===== config.mk =====
export PLATFORM = sky130hd
export DESIGN_NAME = bnc_word_fsm
export DESIGN_NICKNAME = d
export VERILOG_FILES = /design/src/rtl/bnc_pkg.sv /design/src/rtl/bnc_word_fsm.sv
export SDC_FILE = /design/constraint.sdc
export NUM_CORES = 1
export LEC_CHECK = 0
export BUFFER_PORTS_ARGS = -buffer_cell sky130_fd_sc_hd__buf_2
export CAP_MARGIN = 10
export CORE_AREA = 2 2 39 41
export CTS_CLUSTER_SIZE = 10
export DETAILED_ROUTE_END_ITERATION = 10
export DIE_AREA = 0 0 41 43
export HOLD_SLACK_MARGIN = 0.05
export PLACE_DENSITY_LB_ADDON = 0.08
export RECOVER_POWER = 25
export SYNTH_ARGS = -nofsm -noshare
export SYNTH_HDL_FRONTEND = slang
export SYNTH_SLANG_ARGS = --single-unit

===== constraint.sdc =====
create_clock -name clk -period 1.3 [get_ports clk]
set_input_delay 0.13 -clock clk [delete_from_list [all_inputs] [get_ports clk]]
set_output_delay 0.13 -clock clk [all_outputs]
set_load 0.01 [all_outputs]

===== src/rtl/bnc_pkg.sv =====
// rtl/bnc_pkg.sv - shared state encoding, keyword characters and case folding for block_nest_checker
package bnc_pkg;

  typedef enum logic [3:0] {
    ST_IDLE  = 4'd0,
    ST_B     = 4'd1,
    ST_BE    = 4'd2,
    ST_BEG   = 4'd3,
    ST_BEGI  = 4'd4,
    ST_BGN_T = 4'd5,
    ST_E     = 4'd6,
    ST_EN    = 4'd7,
    ST_END_T = 4'd8,
    ST_OTHER = 4'd9
  } bnc_state_e;

  localparam logic [7:0] CH_SEP = 8'h20;
  localparam logic [7:0] CH_B   = 8'h62;
  localparam logic [7:0] CH_E   = 8'h65;
  localparam logic [7:0] CH_G   = 8'h67;
  localparam logic [7:0] CH_I   = 8'h69;
  localparam logic [7:0] CH_N   = 8'h6e;
  localparam logic [7:0] CH_D   = 8'h64;

  function automatic logic [7:0] to_lower(input logic [7:0] c);
    if (c >= 8'h41 && c <= 8'h5a) return c | 8'h20;
    return c;
  endfunction

endpackage


===== src/rtl/bnc_word_fsm.sv =====
// rtl/bnc_word_fsm.sv - begin/end keyword matcher producing tentative, commit and revert strobes
module bnc_word_fsm
  import bnc_pkg::*;
#(
  parameter logic [7:0] SEP_CHAR = CH_SEP
) (
  input  logic       clk,
  input  logic       reset,
  input  logic [7:0] i_char,
  input  logic       i_valid,
  output logic       o_inc_t,
  output logic       o_dec_t,
  output logic       o_commit,
  output logic       o_revert,
  output logic       o_tent_begin
);

  bnc_state_e r_state;
  bnc_state_e w_state_nxt;
  logic [7:0] w_ch;
  logic       w_sep;

  assign w_ch         = to_lower(i_char);
  assign w_sep        = (i_char == SEP_CHAR);
  assign o_tent_begin = (r_state == ST_BGN_T);

  always_ff @(posedge clk) begin
    if (reset) r_state <= ST_IDLE;
    else       r_state <= w_state_nxt;
  end

  always_comb begin
    w_state_nxt = r_state;
    o_inc_t     = 1'b0;
    o_dec_t     = 1'b0;
    o_commit    = 1'b0;
    o_revert    = 1'b0;
    if (i_valid) begin
      // A separator always ends the current word, whatever the state.
      if (w_sep) begin
        w_state_nxt = ST_IDLE;
        o_commit    = (r_state == ST_BGN_T) || (r_state == ST_END_T);
      end else begin
        w_state_nxt = ST_OTHER;
        case (r_state)
          ST_IDLE: begin
            if (w_ch == CH_B)      w_state_nxt = ST_B;
            else if (w_ch == CH_E) w_state_nxt = ST_E;
          end
          ST_B:    if (w_ch == CH_E) w_state_nxt = ST_BE;
          ST_BE:   if (w_ch == CH_G) w_state_nxt = ST_BEG;
          ST_BEG:  if (w_ch == CH_I) w_state_nxt = ST_BEGI;
          ST_BEGI: begin
            if (w_ch == CH_N) begin
              w_state_nxt = ST_BGN_T;
              o_inc_t     = 1'b1;
            end
          end
          ST_E:    if (w_ch == CH_N) w_state_nxt = ST_EN;
          ST_EN: begin
            if (w_ch == CH_D) begin
              w_state_nxt = ST_END_T;
              o_dec_t     = 1'b1;
            end
          end
          ST_BGN_T, ST_END_T: o_revert = 1'b1;
          default: w_state_nxt = ST_OTHER;
        endcase
      end
    end
  end

endmodule


Yosys cells after proc, flatten, opt, wreduce, memory -nomap -nowiden:

Cells that the tools add are included.

* register bits: 4
* bits in latches: 0
* RAM bits: 0
* ROM bits: 0
* bits of input ports: 11
* output and inout port bits: 5
* word-level logic and storage cells: 48
* memories: 0

* $add $sub $neg: 0
* multipliers: 0
* divide/modulo/power cells: 0
* order comparisons: 2
* equality and inequality tests: 15
* shifts and indexed selects: 0
* muxes and demuxes: 26
* bitwise logic cells: 0
* reduce and logical (&&, ||, !) cells: 4

Operator list (number)
* $eq A8 B7 Y1 const B: 6
* $mux W4: 8
* $pmux W4 S7: 1
* $eq A4 B3 Y1 const B: 4
* $mux W8: 2
* $mux W1: 15
* $eq A4 B2 Y1 const B: 2
* $eq A8 B6 Y1 const B: 1
* $ge A8 B7 Y1 const B: 1
* $le A8 B7 Y1 const B: 1
* $eq A4 B1 Y1 const B: 1
* $eq A4 B4 Y1 const B: 1
* $logic_not A4 Y1: 1
* $reduce_or A2 Y1: 1
* $logic_and A1 B1 Y1: 1
* $logic_or A1 B1 Y1: 1

Longest topological paths before layout:

* depth after elaboration: 9
* mapped depth: 5
* depth with buffers taken out: 4

Worst setup path before layout:

Ideal clock, no wire load.

* kind: register -> output
* start: register r_state[3]
* end: output port o_dec_t
* arrival time: 1.309 ns
* required time: 1.170 ns
* slack: -0.139 ns
* stages on the path, launching flop included: 5
* buffers on the path: 1
* path through: dfxtp_1 -> buf_2 -> nand4b_1 -> or3_2 -> nor3_1

* cells in the longest elaborated chain, start to end: 4

Ends and longest elaborated chain
* start: declaration: line bnc_word_fsm.sv:18 `bnc_state_e r_state;`
* start signal: assignment: line bnc_word_fsm.sv:29 `else r_state <= w_state_nxt;`
* $eq A4 B3 Y1: line bnc_word_fsm.sv:45 `case (r_state)`
* $mux W1: line bnc_word_fsm.sv:45
* $mux W1: line bnc_word_fsm.sv:40 `if (w_sep) begin`
* $mux W1: line bnc_word_fsm.sv:38 `if (i_valid) begin`
* end: declaration: line bnc_word_fsm.sv:12 `output logic o_dec_t,`

No other way between the ends.

Worst setup path in the final report:

* start: register r_state[3]
* end: output port o_inc_t

* cells in the longest elaborated chain, start to end: 4

Ends and longest elaborated chain
* $eq A4 B3 Y1: line bnc_word_fsm.sv:45
* $mux W1: line bnc_word_fsm.sv:45
* $mux W1: line bnc_word_fsm.sv:40
* $mux W1: line bnc_word_fsm.sv:38
* end: declaration: line bnc_word_fsm.sv:11 `output logic o_inc_t,`

No other way between the ends.

==> flow_summary_export.csv <==
group,metric,value,unit
clock_tree,clock_sinks,4,
sta,max_slew_margin,79.3,%
clock_tree,clock_tree_from_tritoncts,"built",
yosys,yosys_warnings,0,
cells_and_area,share_of_final_layout_standard_cells_stronger_than_drive_strength_1,61.6,%
cells_and_area,top_register,"r_state",
min_path,hp-start,"reset",
detailed_routing,drcViolationCount,0,
placed_design,dpl.hpwl,1500,um
yosys,synth.area.mux_share,0,%
critical_path,critPathLaunch,"r_state[3]",
yosys,synth_async_sr_flop_share,0,%
critical_path,slowest_stage_cell_on_the_critical_path,"dfxtp_4",
sta,finalWorstPathRequiredPeriod,1.52,ns
run_status,run_status,"finished with violations",
sta,final.setup.worst_slack,-0.222,ns
yosys,synthAdderAreaFrac,0,%
grt,grt_max_degree,8,
yosys,syn_avg_cell_area,7.63,um2
clock_tree,latest_clock_arrival_within_the_worst_skew_pair,0.24,ns
detailed_routing,drt_pre_antenna_iters,4,
critical_path,timing.critical_path.required,1.17,ns
power,pwr-share-seq,26.1,%
clock_tree,root_buffer_cell,"clkbuf_4",
cells_and_area,largest_register_ff_count,4,
yosys,synthesis.nets,84,
critical_path,worst-endpoint-arrival,1.39,ns
power,intPower,343,uW
detailed_routing,vias,745,
critical_path,sort_of_element_at_the_start_of_the_critical_path,"flop",
min_path,hold_path_class,"in2reg",
critical_path,worstPathCellList,"buf_4 -> nor3b_2 -> nand3_1 -> nor3_2 -> buf_2",
grt,antenna_violations_before_repair,0,
grt,global_route_wire_length_before_repair,2970,um
die,die_area,0.00176,mm2
critical_path,worstRegToRegCells,6,
yosys,yosysSeqAreaShare,14.4,%
yosys,ys_types,40,
critical_path,worst_setup_path_endpoint,"o_inc_t",
clock_tree,cts_max_path_buffers,2,
grt,gr-usage-all-layers,25.2,%
detailed_routing,wl_per_cell,15.2,um
placed_design,dp_cells,123,
detailed_routing,routed_wirelength,1950,um
clock_tree,htreeDepth,1,
sta,worstMarginPinSlew,0.308,ns
critical_path,critical_path.max_stage_delay,0.34,ns
yosys,synth_compound_area_share,28.5,%
yosys,synth-simple-area-share,49.4,%
critical_path,r2r_path_start,"r_state[3]",
cells_and_area,final_cell_mix,"buf_4, buf_2, nand2_1, nor2_1, dfxtp_4",
die,io_pins,16,
die,floorplan.rows,14,
cells_and_area,final_nets,125,
sta,final.hold.worst_slack,0.107,ns
die,initial_core_util,40.2,%
grt,first_global_vias,730,
flow_run,drv_cap,0,
power,switching_share,33.2,%
run_status,violated_checks,"negative setup slack",
grt,grt-ovfl-total,0,
sta,report.final.hold_viol_count,0,
detailed_routing,viasPerCell,5.82,
sta,setup_repair_after_global_routing_missed_its_margin,"yes",
cells_and_area,layout.cells.most_common,"buf_4",
sta,timing.final.crit_share,117,%
detailed_routing,drt_iter0_drc,23,
yosys,number_of_flops_mapped_to_enable_cells_by_yosys,0,
yosys,syn-instance-count,73,
clock_tree,numCtsBuffers,3,
yosys,synthesis.area,557,um2
critical_path,worst_r2r_endpoint,"r_state[1]",
power,ir_drop,0.000394,V
critical_path,worst-path-max-fanout,5,
power,power_density,548,mW/mm2
power,comb_power_share,41.5,%
placed_design,place.port_buffers,15,
clock_tree,worst_setup_hold_path_clk_slew,0.04,ns
cells_and_area,layout_top_registers,"r_state x4",
power,p_leak,0.000387,uW
cells_and_area,filler_cell_count,117,
yosys,synth_top_family_by_area,"simple AND/OR/NAND/NOR gates",
die,die_w,41,um
power,net_switching_power_figure,171,uW
critical_path,timing.critical_path.to_type,"output port",
sta,setup_viol,8,
sta,slew_viol_final,0,
yosys,post_synth_xor_area_fraction,0,%
yosys,yosys_most_used_dff,"dfxtp_1",
detailed_routing,postRouteAntennaNets,0,
cells_and_area,antenna-diode-count,0,
sta,worst_clock_skew,0.000885,ns
yosys,yosys_register_bits,4,
clock_tree,hold_bufs_at_cts,0,
critical_path,criticalPathCategory,"reg2out",
die,floorplan.core_area,0.00138,mm2
cells_and_area,syn2layout_area_growth,68.1,%
placed_design,routabilityCongestion,0.878,
die,die_height,43,um
power,clkPwrFrac,32.4,%
cells_and_area,layoutNonFillerInstCount,128,
sta,maxClockFrequency,657,MHz
critical_path,ff2ff_setup_slack,-0.21,ns
[what timing repair did]
action | CTS | global route
buffers inserted | 2 | 0
setup endpoints to repair | 9 | 9
resized for setup | 10 | 9
pin swaps | 7 | 7
[per-stage QoR]
stage / setup TNS [ns] / setup slack [ns] / utilization [%] / total power [uW] / instance area, um2
floorplan: -0.0186 / -0.0186 / - / 226 / 574
global placement: -0.425 / -0.126 / 60.1 / 327 / 832
detailed placement: -0.554 / -0.152 / 60.1 / 330 / 832
CTS: -1.37 / -0.245 / 65.3 / 509 / 903
global route: -1.80 / -0.272 / 67.6 / 542 / 936
finish: -1.31 / -0.222 / 67.6 / 513 / 936
[critical path: cells and delay by family (launching register included)]
family | cells | cell delay (ns)
simple gates | 3 | 0.50
flops | 1 | 0.34
buf+inv | 2 | 0.31
[power by group through the flow]
stage | clock network, uW | logic [uW] | registers, uW
floorplan | 0 | 91.6 | 134
global placement | 0 | 185 | 142
detailed placement | 0 | 188 | 142
CTS | 169 | 204 | 135
global route | 178 | 230 | 134
finish | 166 | 213 | 134
[per-layer routing]
metal	vias to the layer above	GRT usage, %	part of all wire, %
met4	0	13.3	1.9
li1	366	-	-
met3	4	3.14	3.7
met5	-	0	0
met1	348	28.6	44
met2	27	42.5	51
[cell type report]
type	count	area (um2)	area share (%)
Sequential cell	4	95.1	10.2
Inverter	4	15.0	1.60
Timing Repair Buffer	41	290	31.0
Tap cell	16	20.0	2.14
Multi-Input combinational cell	60	493	52.7
Clock buffer	3	22.5	2.41
[how the worst min path moves through the flow]
stage	to	slack, ns	cells past startpoint
after detailed placement	r_state[2]	0.36	2
after CTS	r_state[2]	0.1	2
after global routing	r_state[2]	0.11	2
final	r_state[2]	0.11	2
after global placement	r_state[2]	0.36	2
after floorplan	r_state[2]	0.20	1
[cells in the mapped netlist (2+ instances only)]
cell type / instances / share of area, %
nand3_1: 3 / 2.7
nor3_1: 3 / 2.7
a311oi_1: 2 / 3.1
nand2b_1: 2 / 2.2
nor4b_2: 2 / 5.4
buf_2: 4 / 3.6
o21ai_0: 3 / 2.7
inv_1: 4 / 2.7
a21oi_1: 2 / 1.8
nor2_1: 4 / 2.7
dfxtp_1: 4 / 14
nor4b_1: 2 / 3.1
a311oi_2: 2 / 5.4
nor2b_1: 2 / 2.2
o211ai_1: 2 / 2.7
nand2_1: 6 / 4.0
nor3b_1: 3 / 4.0
[cell families after synthesis]
family	Yosys count
flops	4
buf+inv	9
compound gates	20
simple gates	40
Power figures use the tool's default switching activity.
